<file path="src/rtl/bp_me_pkg.sv">
// Shared BP memory-endpoint definitions used by the host stream to AXI4-Lite
// master path: FSM state encoding, command beat layout and AXI response codes.
package bp_me_pkg;

  typedef enum logic [2:0] {
    e_addr,
    e_data,
    e_write,
    e_bresp,
    e_read,
    e_rdata,
    e_resp
  } bp_stream_axil_state_e;

  // Bit of the address beat that selects write (1) or read (0)
  localparam int unsigned stream_wr_flag_bit_gp = 0;

  // AXI response encodings
  localparam logic [1:0] axil_resp_okay_gp   = 2'b00;
  localparam logic [1:0] axil_resp_slverr_gp = 2'b10;

endpackage

</file>
<file path="src/rtl/bp_stream_axil_master_if.sv">
// Bundle of the host command stream, the response stream and the AXI4-Lite
// master channels. The master modport is the bridge's view; slave is the
// view of whatever surrounds it (host endpoint plus BP AXI-Lite slave).
interface bp_stream_axil_master_if #(
  parameter int stream_addr_width_p = 32,
  parameter int stream_data_width_p = 32
);

  logic                           stream_v_i;
  logic [stream_data_width_p-1:0] stream_data_i;
  logic                           stream_ready_o;

  logic                           stream_v_o;
  logic [stream_data_width_p-1:0] stream_data_o;
  logic                           stream_ready_i;

  logic [stream_addr_width_p-1:0] m_axil_awaddr_o;
  logic [2:0]                     m_axil_awprot_o;
  logic                           m_axil_awvalid_o;
  logic                           m_axil_awready_i;

  logic [stream_data_width_p-1:0] m_axil_wdata_o;
  logic [3:0]                     m_axil_wstrb_o;
  logic                           m_axil_wvalid_o;
  logic                           m_axil_wready_i;

  logic [1:0]                     m_axil_bresp_i;
  logic                           m_axil_bvalid_i;
  logic                           m_axil_bready_o;

  logic [stream_addr_width_p-1:0] m_axil_araddr_o;
  logic [2:0]                     m_axil_arprot_o;
  logic                           m_axil_arvalid_o;
  logic                           m_axil_arready_i;

  logic [stream_data_width_p-1:0] m_axil_rdata_i;
  logic [1:0]                     m_axil_rresp_i;
  logic                           m_axil_rvalid_i;
  logic                           m_axil_rready_o;

  modport master (
    input  stream_v_i, stream_data_i, output stream_ready_o,
    output stream_v_o, stream_data_o, input  stream_ready_i,
    output m_axil_awaddr_o, m_axil_awprot_o, m_axil_awvalid_o, input m_axil_awready_i,
    output m_axil_wdata_o, m_axil_wstrb_o, m_axil_wvalid_o, input m_axil_wready_i,
    input  m_axil_bresp_i, m_axil_bvalid_i, output m_axil_bready_o,
    output m_axil_araddr_o, m_axil_arprot_o, m_axil_arvalid_o, input m_axil_arready_i,
    input  m_axil_rdata_i, m_axil_rresp_i, m_axil_rvalid_i, output m_axil_rready_o
  );

  modport slave (
    output stream_v_i, stream_data_i, input  stream_ready_o,
    input  stream_v_o, stream_data_o, output stream_ready_i,
    input  m_axil_awaddr_o, m_axil_awprot_o, m_axil_awvalid_o, output m_axil_awready_i,
    input  m_axil_wdata_o, m_axil_wstrb_o, m_axil_wvalid_o, output m_axil_wready_i,
    output m_axil_bresp_i, m_axil_bvalid_i, input  m_axil_bready_o,
    input  m_axil_araddr_o, m_axil_arprot_o, m_axil_arvalid_o, output m_axil_arready_i,
    output m_axil_rdata_i, m_axil_rresp_i, m_axil_rvalid_i, input  m_axil_rready_o
  );

endinterface

</file>
<file path="src/rtl/bp_stream_async_reg.sv">
// Width-parameterised load-enable register, cleared by the asynchronous
// active-low reset. Holds the command address, data and response words.
module bp_stream_async_reg #(
  parameter int width_p = 32
) (
  input  logic               clk_i,
  input  logic               reset_n_i,
  input  logic               en_i,
  input  logic [width_p-1:0] data_i,
  output logic [width_p-1:0] data_o
);

  // Load on enable, clear on reset
  always_ff @(posedge clk_i or negedge reset_n_i) begin
    if (!reset_n_i) data_o <= '0;
    else if (en_i)  data_o <= data_i;
  end

endmodule

</file>
<file path="src/rtl/bp_stream_axil_master.sv">
// Host word stream to AXI4-Lite master bridge. Each host command is an
// address beat (bit 0 = write flag) followed by a data beat; exactly one AXI
// transaction is in flight at a time. Read data goes back on the response
// stream. Optional feature macro BP_STREAM_AXIL_WRITE_ACK_EN: when defined,
// every write also returns one response word {30'b0, bresp}.
module bp_stream_axil_master
  import bp_me_pkg::*;
#(
  parameter int stream_addr_width_p = 32,
  parameter int stream_data_width_p = 32
) (
  input  logic                         clk_i,
  input  logic                         reset_n_i,
  bp_stream_axil_master_if.master      bus
);

  bp_stream_axil_state_e state_r, state_n;

  logic aw_done_r, w_done_r, aw_done_n, w_done_n;
  logic aw_hs, w_hs;
  logic addr_en, data_en, resp_en;
  logic wr_r;
  logic [stream_addr_width_p-1:0] addr_r, addr_d;
  logic [stream_data_width_p-1:0] data_r, resp_r, resp_d;
  logic unused_bits;

  // The AXI address is word aligned; the reserved bit and rresp carry nothing
  assign addr_d      = {bus.stream_data_i[stream_addr_width_p-1:2], 2'b00};
  assign unused_bits = ^{bus.stream_data_i[1], bus.m_axil_rresp_i, bus.m_axil_bresp_i};

  // Moore decodes of state and done flags
  assign bus.stream_ready_o   = (state_r == e_addr) || (state_r == e_data);
  assign bus.m_axil_awvalid_o = (state_r == e_write) && !aw_done_r;
  assign bus.m_axil_wvalid_o  = (state_r == e_write) && !w_done_r;
  assign bus.m_axil_bready_o  = (state_r == e_bresp);
  assign bus.m_axil_arvalid_o = (state_r == e_read);
  assign bus.m_axil_rready_o  = (state_r == e_rdata);
  assign bus.stream_v_o       = (state_r == e_resp);

  assign bus.stream_data_o   = resp_r;
  assign bus.m_axil_awaddr_o = addr_r;
  assign bus.m_axil_araddr_o = addr_r;
  assign bus.m_axil_wdata_o  = data_r;
  assign bus.m_axil_awprot_o = 3'b000;
  assign bus.m_axil_arprot_o = 3'b000;
  assign bus.m_axil_wstrb_o  = 4'hF;

  assign aw_hs = bus.m_axil_awvalid_o && bus.m_axil_awready_i;
  assign w_hs  = bus.m_axil_wvalid_o  && bus.m_axil_wready_i;

  // Next-state, done-flag tracking and capture enables
  always_comb begin
    state_n   = state_r;
    aw_done_n = aw_done_r;
    w_done_n  = w_done_r;
    addr_en   = 1'b0;
    data_en   = 1'b0;
    resp_en   = 1'b0;
    resp_d    = '0;
    case (state_r)
      e_addr: if (bus.stream_v_i) begin
        addr_en = 1'b1;
        state_n = e_data;
      end
      e_data: if (bus.stream_v_i) begin
        data_en = 1'b1;
        state_n = wr_r ? e_write : e_read;
      end
      e_write: begin
        // AW and W retire independently; leave once both have been accepted
        aw_done_n = aw_done_r || aw_hs;
        w_done_n  = w_done_r  || w_hs;
        if (aw_done_n && w_done_n) begin
          aw_done_n = 1'b0;
          w_done_n  = 1'b0;
          state_n   = e_bresp;
        end
      end
      e_bresp: if (bus.m_axil_bvalid_i) begin
`ifdef BP_STREAM_AXIL_WRITE_ACK_EN
        resp_en = 1'b1;
        resp_d  = {{(stream_data_width_p-2){1'b0}}, bus.m_axil_bresp_i};
        state_n = e_resp;
`else
        state_n = e_addr;
`endif
      end
      e_read:  if (bus.m_axil_arready_i) state_n = e_rdata;
      e_rdata: if (bus.m_axil_rvalid_i) begin
        resp_en = 1'b1;
        resp_d  = bus.m_axil_rdata_i;
        state_n = e_resp;
      end
      e_resp:  if (bus.stream_ready_i) state_n = e_addr;
      default: state_n = e_addr;
    endcase
  end

  // State and done-flag registers
  always_ff @(posedge clk_i or negedge reset_n_i) begin
    if (!reset_n_i) begin
      state_r   <= e_addr;
      aw_done_r <= 1'b0;
      w_done_r  <= 1'b0;
    end else begin
      state_r   <= state_n;
      aw_done_r <= aw_done_n;
      w_done_r  <= w_done_n;
    end
  end

  bp_stream_async_reg #(.width_p(stream_addr_width_p)) addr_reg (
    .clk_i(clk_i), .reset_n_i(reset_n_i), .en_i(addr_en), .data_i(addr_d), .data_o(addr_r)
  );

  bp_stream_async_reg #(.width_p(1)) wr_reg (
    .clk_i(clk_i), .reset_n_i(reset_n_i), .en_i(addr_en),
    .data_i(bus.stream_data_i[stream_wr_flag_bit_gp]), .data_o(wr_r)
  );

  bp_stream_async_reg #(.width_p(stream_data_width_p)) data_reg (
    .clk_i(clk_i), .reset_n_i(reset_n_i), .en_i(data_en), .data_i(bus.stream_data_i), .data_o(data_r)
  );

  bp_stream_async_reg #(.width_p(stream_data_width_p)) resp_reg (
    .clk_i(clk_i), .reset_n_i(reset_n_i), .en_i(resp_en), .data_i(resp_d), .data_o(resp_r)
  );

endmodule

</file>
<file path="src/flat_wrapper.sv">
// flat-port wrapper written by rule: the top's interface ports become plain ports
module bp_stream_axil_master_flat import bp_me_pkg::*;
#(
  parameter int stream_addr_width_p = 32,
  parameter int stream_data_width_p = 32
)
  (clk_i, reset_n_i, bus_stream_v_i, bus_stream_data_i, bus_stream_ready_o, bus_stream_v_o, bus_stream_data_o, bus_stream_ready_i, bus_m_axil_awaddr_o, bus_m_axil_awprot_o, bus_m_axil_awvalid_o, bus_m_axil_awready_i, bus_m_axil_wdata_o, bus_m_axil_wstrb_o, bus_m_axil_wvalid_o, bus_m_axil_wready_i, bus_m_axil_bresp_i, bus_m_axil_bvalid_i, bus_m_axil_bready_o, bus_m_axil_araddr_o, bus_m_axil_arprot_o, bus_m_axil_arvalid_o, bus_m_axil_arready_i, bus_m_axil_rdata_i, bus_m_axil_rresp_i, bus_m_axil_rvalid_i, bus_m_axil_rready_o);
  bp_stream_axil_master_if #(.stream_addr_width_p(stream_addr_width_p), .stream_data_width_p(stream_data_width_p)) bus_i ();
  input  logic clk_i;
  input  logic reset_n_i;
  input wire logic [$bits(bus_i.stream_v_i)-1:0] bus_stream_v_i;
  input wire logic [$bits(bus_i.stream_data_i)-1:0] bus_stream_data_i;
  output wire logic [$bits(bus_i.stream_ready_o)-1:0] bus_stream_ready_o;
  output wire logic [$bits(bus_i.stream_v_o)-1:0] bus_stream_v_o;
  output wire logic [$bits(bus_i.stream_data_o)-1:0] bus_stream_data_o;
  input wire logic [$bits(bus_i.stream_ready_i)-1:0] bus_stream_ready_i;
  output wire logic [$bits(bus_i.m_axil_awaddr_o)-1:0] bus_m_axil_awaddr_o;
  output wire logic [$bits(bus_i.m_axil_awprot_o)-1:0] bus_m_axil_awprot_o;
  output wire logic [$bits(bus_i.m_axil_awvalid_o)-1:0] bus_m_axil_awvalid_o;
  input wire logic [$bits(bus_i.m_axil_awready_i)-1:0] bus_m_axil_awready_i;
  output wire logic [$bits(bus_i.m_axil_wdata_o)-1:0] bus_m_axil_wdata_o;
  output wire logic [$bits(bus_i.m_axil_wstrb_o)-1:0] bus_m_axil_wstrb_o;
  output wire logic [$bits(bus_i.m_axil_wvalid_o)-1:0] bus_m_axil_wvalid_o;
  input wire logic [$bits(bus_i.m_axil_wready_i)-1:0] bus_m_axil_wready_i;
  input wire logic [$bits(bus_i.m_axil_bresp_i)-1:0] bus_m_axil_bresp_i;
  input wire logic [$bits(bus_i.m_axil_bvalid_i)-1:0] bus_m_axil_bvalid_i;
  output wire logic [$bits(bus_i.m_axil_bready_o)-1:0] bus_m_axil_bready_o;
  output wire logic [$bits(bus_i.m_axil_araddr_o)-1:0] bus_m_axil_araddr_o;
  output wire logic [$bits(bus_i.m_axil_arprot_o)-1:0] bus_m_axil_arprot_o;
  output wire logic [$bits(bus_i.m_axil_arvalid_o)-1:0] bus_m_axil_arvalid_o;
  input wire logic [$bits(bus_i.m_axil_arready_i)-1:0] bus_m_axil_arready_i;
  input wire logic [$bits(bus_i.m_axil_rdata_i)-1:0] bus_m_axil_rdata_i;
  input wire logic [$bits(bus_i.m_axil_rresp_i)-1:0] bus_m_axil_rresp_i;
  input wire logic [$bits(bus_i.m_axil_rvalid_i)-1:0] bus_m_axil_rvalid_i;
  output wire logic [$bits(bus_i.m_axil_rready_o)-1:0] bus_m_axil_rready_o;
  assign bus_i.stream_v_i = bus_stream_v_i;
  assign bus_i.stream_data_i = bus_stream_data_i;
  assign bus_stream_ready_o = bus_i.stream_ready_o;
  assign bus_stream_v_o = bus_i.stream_v_o;
  assign bus_stream_data_o = bus_i.stream_data_o;
  assign bus_i.stream_ready_i = bus_stream_ready_i;
  assign bus_m_axil_awaddr_o = bus_i.m_axil_awaddr_o;
  assign bus_m_axil_awprot_o = bus_i.m_axil_awprot_o;
  assign bus_m_axil_awvalid_o = bus_i.m_axil_awvalid_o;
  assign bus_i.m_axil_awready_i = bus_m_axil_awready_i;
  assign bus_m_axil_wdata_o = bus_i.m_axil_wdata_o;
  assign bus_m_axil_wstrb_o = bus_i.m_axil_wstrb_o;
  assign bus_m_axil_wvalid_o = bus_i.m_axil_wvalid_o;
  assign bus_i.m_axil_wready_i = bus_m_axil_wready_i;
  assign bus_i.m_axil_bresp_i = bus_m_axil_bresp_i;
  assign bus_i.m_axil_bvalid_i = bus_m_axil_bvalid_i;
  assign bus_m_axil_bready_o = bus_i.m_axil_bready_o;
  assign bus_m_axil_araddr_o = bus_i.m_axil_araddr_o;
  assign bus_m_axil_arprot_o = bus_i.m_axil_arprot_o;
  assign bus_m_axil_arvalid_o = bus_i.m_axil_arvalid_o;
  assign bus_i.m_axil_arready_i = bus_m_axil_arready_i;
  assign bus_i.m_axil_rdata_i = bus_m_axil_rdata_i;
  assign bus_i.m_axil_rresp_i = bus_m_axil_rresp_i;
  assign bus_i.m_axil_rvalid_i = bus_m_axil_rvalid_i;
  assign bus_m_axil_rready_o = bus_i.m_axil_rready_o;
  bp_stream_axil_master #(.stream_addr_width_p(stream_addr_width_p), .stream_data_width_p(stream_data_width_p)) u_core (.clk_i(clk_i), .reset_n_i(reset_n_i), .bus(bus_i));
endmodule
</file>
<file path="config.mk">
export PLATFORM = sky130hd
export DESIGN_NAME = bp_stream_axil_master_flat
export DESIGN_NICKNAME = d
export VERILOG_FILES = /design/src/rtl/bp_me_pkg.sv /design/src/rtl/bp_stream_axil_master_if.sv /design/src/rtl/bp_stream_async_reg.sv /design/src/rtl/bp_stream_axil_master.sv /design/src/flat_wrapper.sv
export SDC_FILE = /design/constraint.sdc
export NUM_CORES = 1
export LEC_CHECK = 0
export ABC_AREA = 1
export CAP_MARGIN = 20
export CORE_MARGIN = 3
export CORE_UTILIZATION = 42
export DETAILED_ROUTE_END_ITERATION = 16
export MAX_ROUTING_LAYER = met4
export PLACE_DENSITY = 0.8
export SYNTH_ARGS = -nofsm -noshare
export SYNTH_HDL_FRONTEND = slang
export SYNTH_HIERARCHICAL = 1
export SYNTH_SLANG_ARGS = --single-unit
</file>
<file path="constraint.sdc">
create_clock -name clk_i -period 2.25 [get_ports clk_i]
set_input_delay 0.3375 -clock clk_i [delete_from_list [all_inputs] [get_ports clk_i]]
set_output_delay 0.3375 -clock clk_i [all_outputs]
set_load 0.02 [all_outputs]
</file>
==> run summary <==
Detailed-route DRC error count: 0
Crit path max-delay cell type: clkdlybuf4s50_1
Fmax: 469 MHz
Largest stage delay, worst path: 0.66 ns
Worst hold slack: 0.354 ns
Final setup fails: 0
CTS Buffer Depth: 2
DR WL/cell: 13.8 µm
Die area: 13300 µm²
FFs w/ async S/R, synth: 100%
Critical path required time: 1.91 ns
Final period utilization: 94.7%
Synth Area in Adders: 0%
Grt met2 use: 31.3%
Post-route setup TNS: 0 ns
Worst-path cell chain: inv_2 > nor3_1 > clkdlybuf4s50_1
Largest fanout on the critical path: 6
Die height: 115 µm
Most used DFF post-synth: dfrtp_1
Static leakage: 3.63 nW
# diodes: 0
CP Capture Type: output pin
Setup Buffers After CTS: 0
Hold Crit Class: input pin to asynchronous set/reset pin
DP HPWL: 9180 µm
Met1 Track Usage GR: 23.3%
Buf/Inv on CP: 2
Clock-pin slew on the worst setup and hold paths: 0.07 ns
Post-synthesis xor/xnor area fraction: 0%
Cell Area, Synth: 5010 µm²
Vias in the first global route: 4080
Final wirelength: 12600 µm
Worst-case reg-to-reg path depth: 8
P&R area growth vs syn: 40.2%
GR Util met3: 5.68%
Share of cells above drive strength 1: 10.4%
Delay-heaviest family, CP: buffers and inverters
Routability cong.: 0.901
FP Rows: 39
YS warnings: 6
Clock buffer count from CTS: 9
Starting Density: 43.4%
Post-route antenna net violation count: 0
I/O pins: 222
Post-synthesis sequential area ratio: 50.9%
Clk_lat worst skew: 0.33 ns
Status: finished, final reports clean
Final Max Tran Viols: 0
PD cells: 1370 nW/µm²
Synthesized area per cell: 8.41 µm²
Most common cell after layout, fill and taps aside: nand2_1
Initial DRC Count: 286
CTS root buf: clkbuf_16
Fin crit period: 2.13 ns
Worst setup SP type: flip-flop
Via count: 4191
First-pass GRT wire length: 19800 µm
PortBufs: 207
Area leader, netlist: dfrtp_1
Number of flops mapped to enable cells by yosys: 0
Gr ovfl total: 0
RSZ-0062 raised after global routing: false
Max_cap viols: 0
Largest net degree at the start of global routing: 66
Total GRT Usage: 19.3%
Post-synthesis simple-gate area fraction: 30.8%
Worst IR Drop VDD: 0.535 mV
Mux share of post-synthesis cell area: 0%
Routed vias/inst: 4.60
Synth Register Bits: 102
Largest family of logic cells by synthesized area: simple AND/OR/NAND/NOR gates
Busiest grt layer: met2
H-tree depth: 3
Synth Instances: 596
Commonest cells after routing, fill and taps aside: 275 x nand2_1, 204 x clkdlybuf4s50_1, 100 x dfrtp_1
CTS Sinks: 102
Synth cell types: 23
Final Hold Fails: 0
Die X: 115 µm
CORE AREA: 11600 µm²
CP Depth: 3
Layout net count: 840
Initial antenna violation count: 0
Synth top area cells: dfrtp_1 51%, nand2_1 21%, buf_4 6.3%
Top cell type's share of synthesized area: 50.9%
CP arrival: 1.79 ns
CTS tree: yes
WS Path Type: flip-flop to output pin
Final worst clock skew: 0.00643 ns
Synth Area in Compound Gates: 0.549%
Drt first pass iters: 5
-- where the power goes --
group / leakage (nW) / switching [mW] / internal, mW
logic: 2.18 / 2.75 / 2.28
registers: 1.31 / 0.583 / 2.56
clock network: 0.140 / 0.705 / 0.765
total: 3.63 / 4.04 / 5.60
-- synth_stat cells, types with 3 or more instances --
| cell type | count |
|---|---|
| nand2_1 | 275 |
| dfrtp_1 | 102 |
| inv_1 | 45 |
| buf_4 | 42 |
| nor2_1 | 36 |
| nand2_2 | 33 |
| buf_6 | 14 |
| clkbuf_8 | 10 |
| nand3_1 | 6 |
| nor2_2 | 5 |
| nor2_4 | 4 |
| buf_12 | 3 |
| inv_2 | 3 |
| inv_8 | 3 |
| nor3_1 | 3 |
-- sequential cells by signal, summed over array words and instances, names as in the netlist --
signal                  flops
u_core/addr_reg/data_o     32
u_core/aw_done_r            1
u_core/data_reg/data_o     32
u_core/resp_reg/data_o     32
u_core/state_r              3
u_core/w_done_r             1
u_core/wr_reg/data_o        1
-- worst paths after layout --
kind / end / slack [ns] / from
min in group clk_i: u_core/data_reg/data_o[30] / 0.47 / u_core/data_reg/data_o[30]
max reg2reg: u_core/resp_reg/data_o[13] / 0.57 / u_core/state_r[1]
max: bus_m_axil_arvalid_o / 0.12 / u_core/state_r[2]
min: u_core/addr_reg/data_o[1] / 0.35 / reset_n_i
max in group asynchronous: u_core/state_r[1] / 1.23 / reset_n_i
min reg2reg: u_core/data_reg/data_o[30] / 0.47 / u_core/data_reg/data_o[30]
-- cell type report --
type                       instances  area, µm²
clock buffer                       9        225
clock inverter                     7       57.6
fill                             995       4530
inverter                          51        214
multi-input combinational        384       1630
sequential                       102       2550
tap                              143        179
timing repair buffer             215       2170
-- stage by stage --
| step | power (mW) | utilization, % | worst slack [ns] | instances | instance area (µm²) |
|---|---|---|---|---|---|
| 2_1_floorplan | 6.28 | - | 0.651 | 606 | 5050 |
| 3_3_place_gp | 8.10 | 58.2 | 0.380 | 894 | 6730 |
| 3_5_place_dp | 8.25 | 58.2 | 0.345 | 894 | 6730 |
| 4_1_cts | 9.77 | 60.8 | 0.0331 | 911 | 7030 |
| 5_1_grt | 10.2 | 60.8 | 0.0258 | 911 | 7030 |
| 6_report | 9.64 | 60.8 | 0.118 | 911 | 7030 |
-- cell families (layout without fill, tap and decap cells) --
logic type             after synthesis  count (layout)
flip-flops                         102             102
AO/OA/AOI/OAI                        5               5
AND/OR/NAND/NOR                    367             367
buffers and inverters              120             282
other                                2              12
-- per-layer routing --
| layer | up-vias | routed length [µm] |
|---|---|---|
| li1 | 2033 | - |
| met1 | 1965 | 5150 |
| met2 | 181 | 6130 |
| met3 | 12 | 1160 |
| met4 | 0 | 144 |
| met5 | - | 0 |
-- what timing repair did --
item,4_1_cts,5_1_grt
hold buffers,1,0
gates resized for setup,2,2
cloned,0,0
hold endpoints to repair,2,0
setup endpoints to repair,3,2
(Power assumes the default switching activity.)
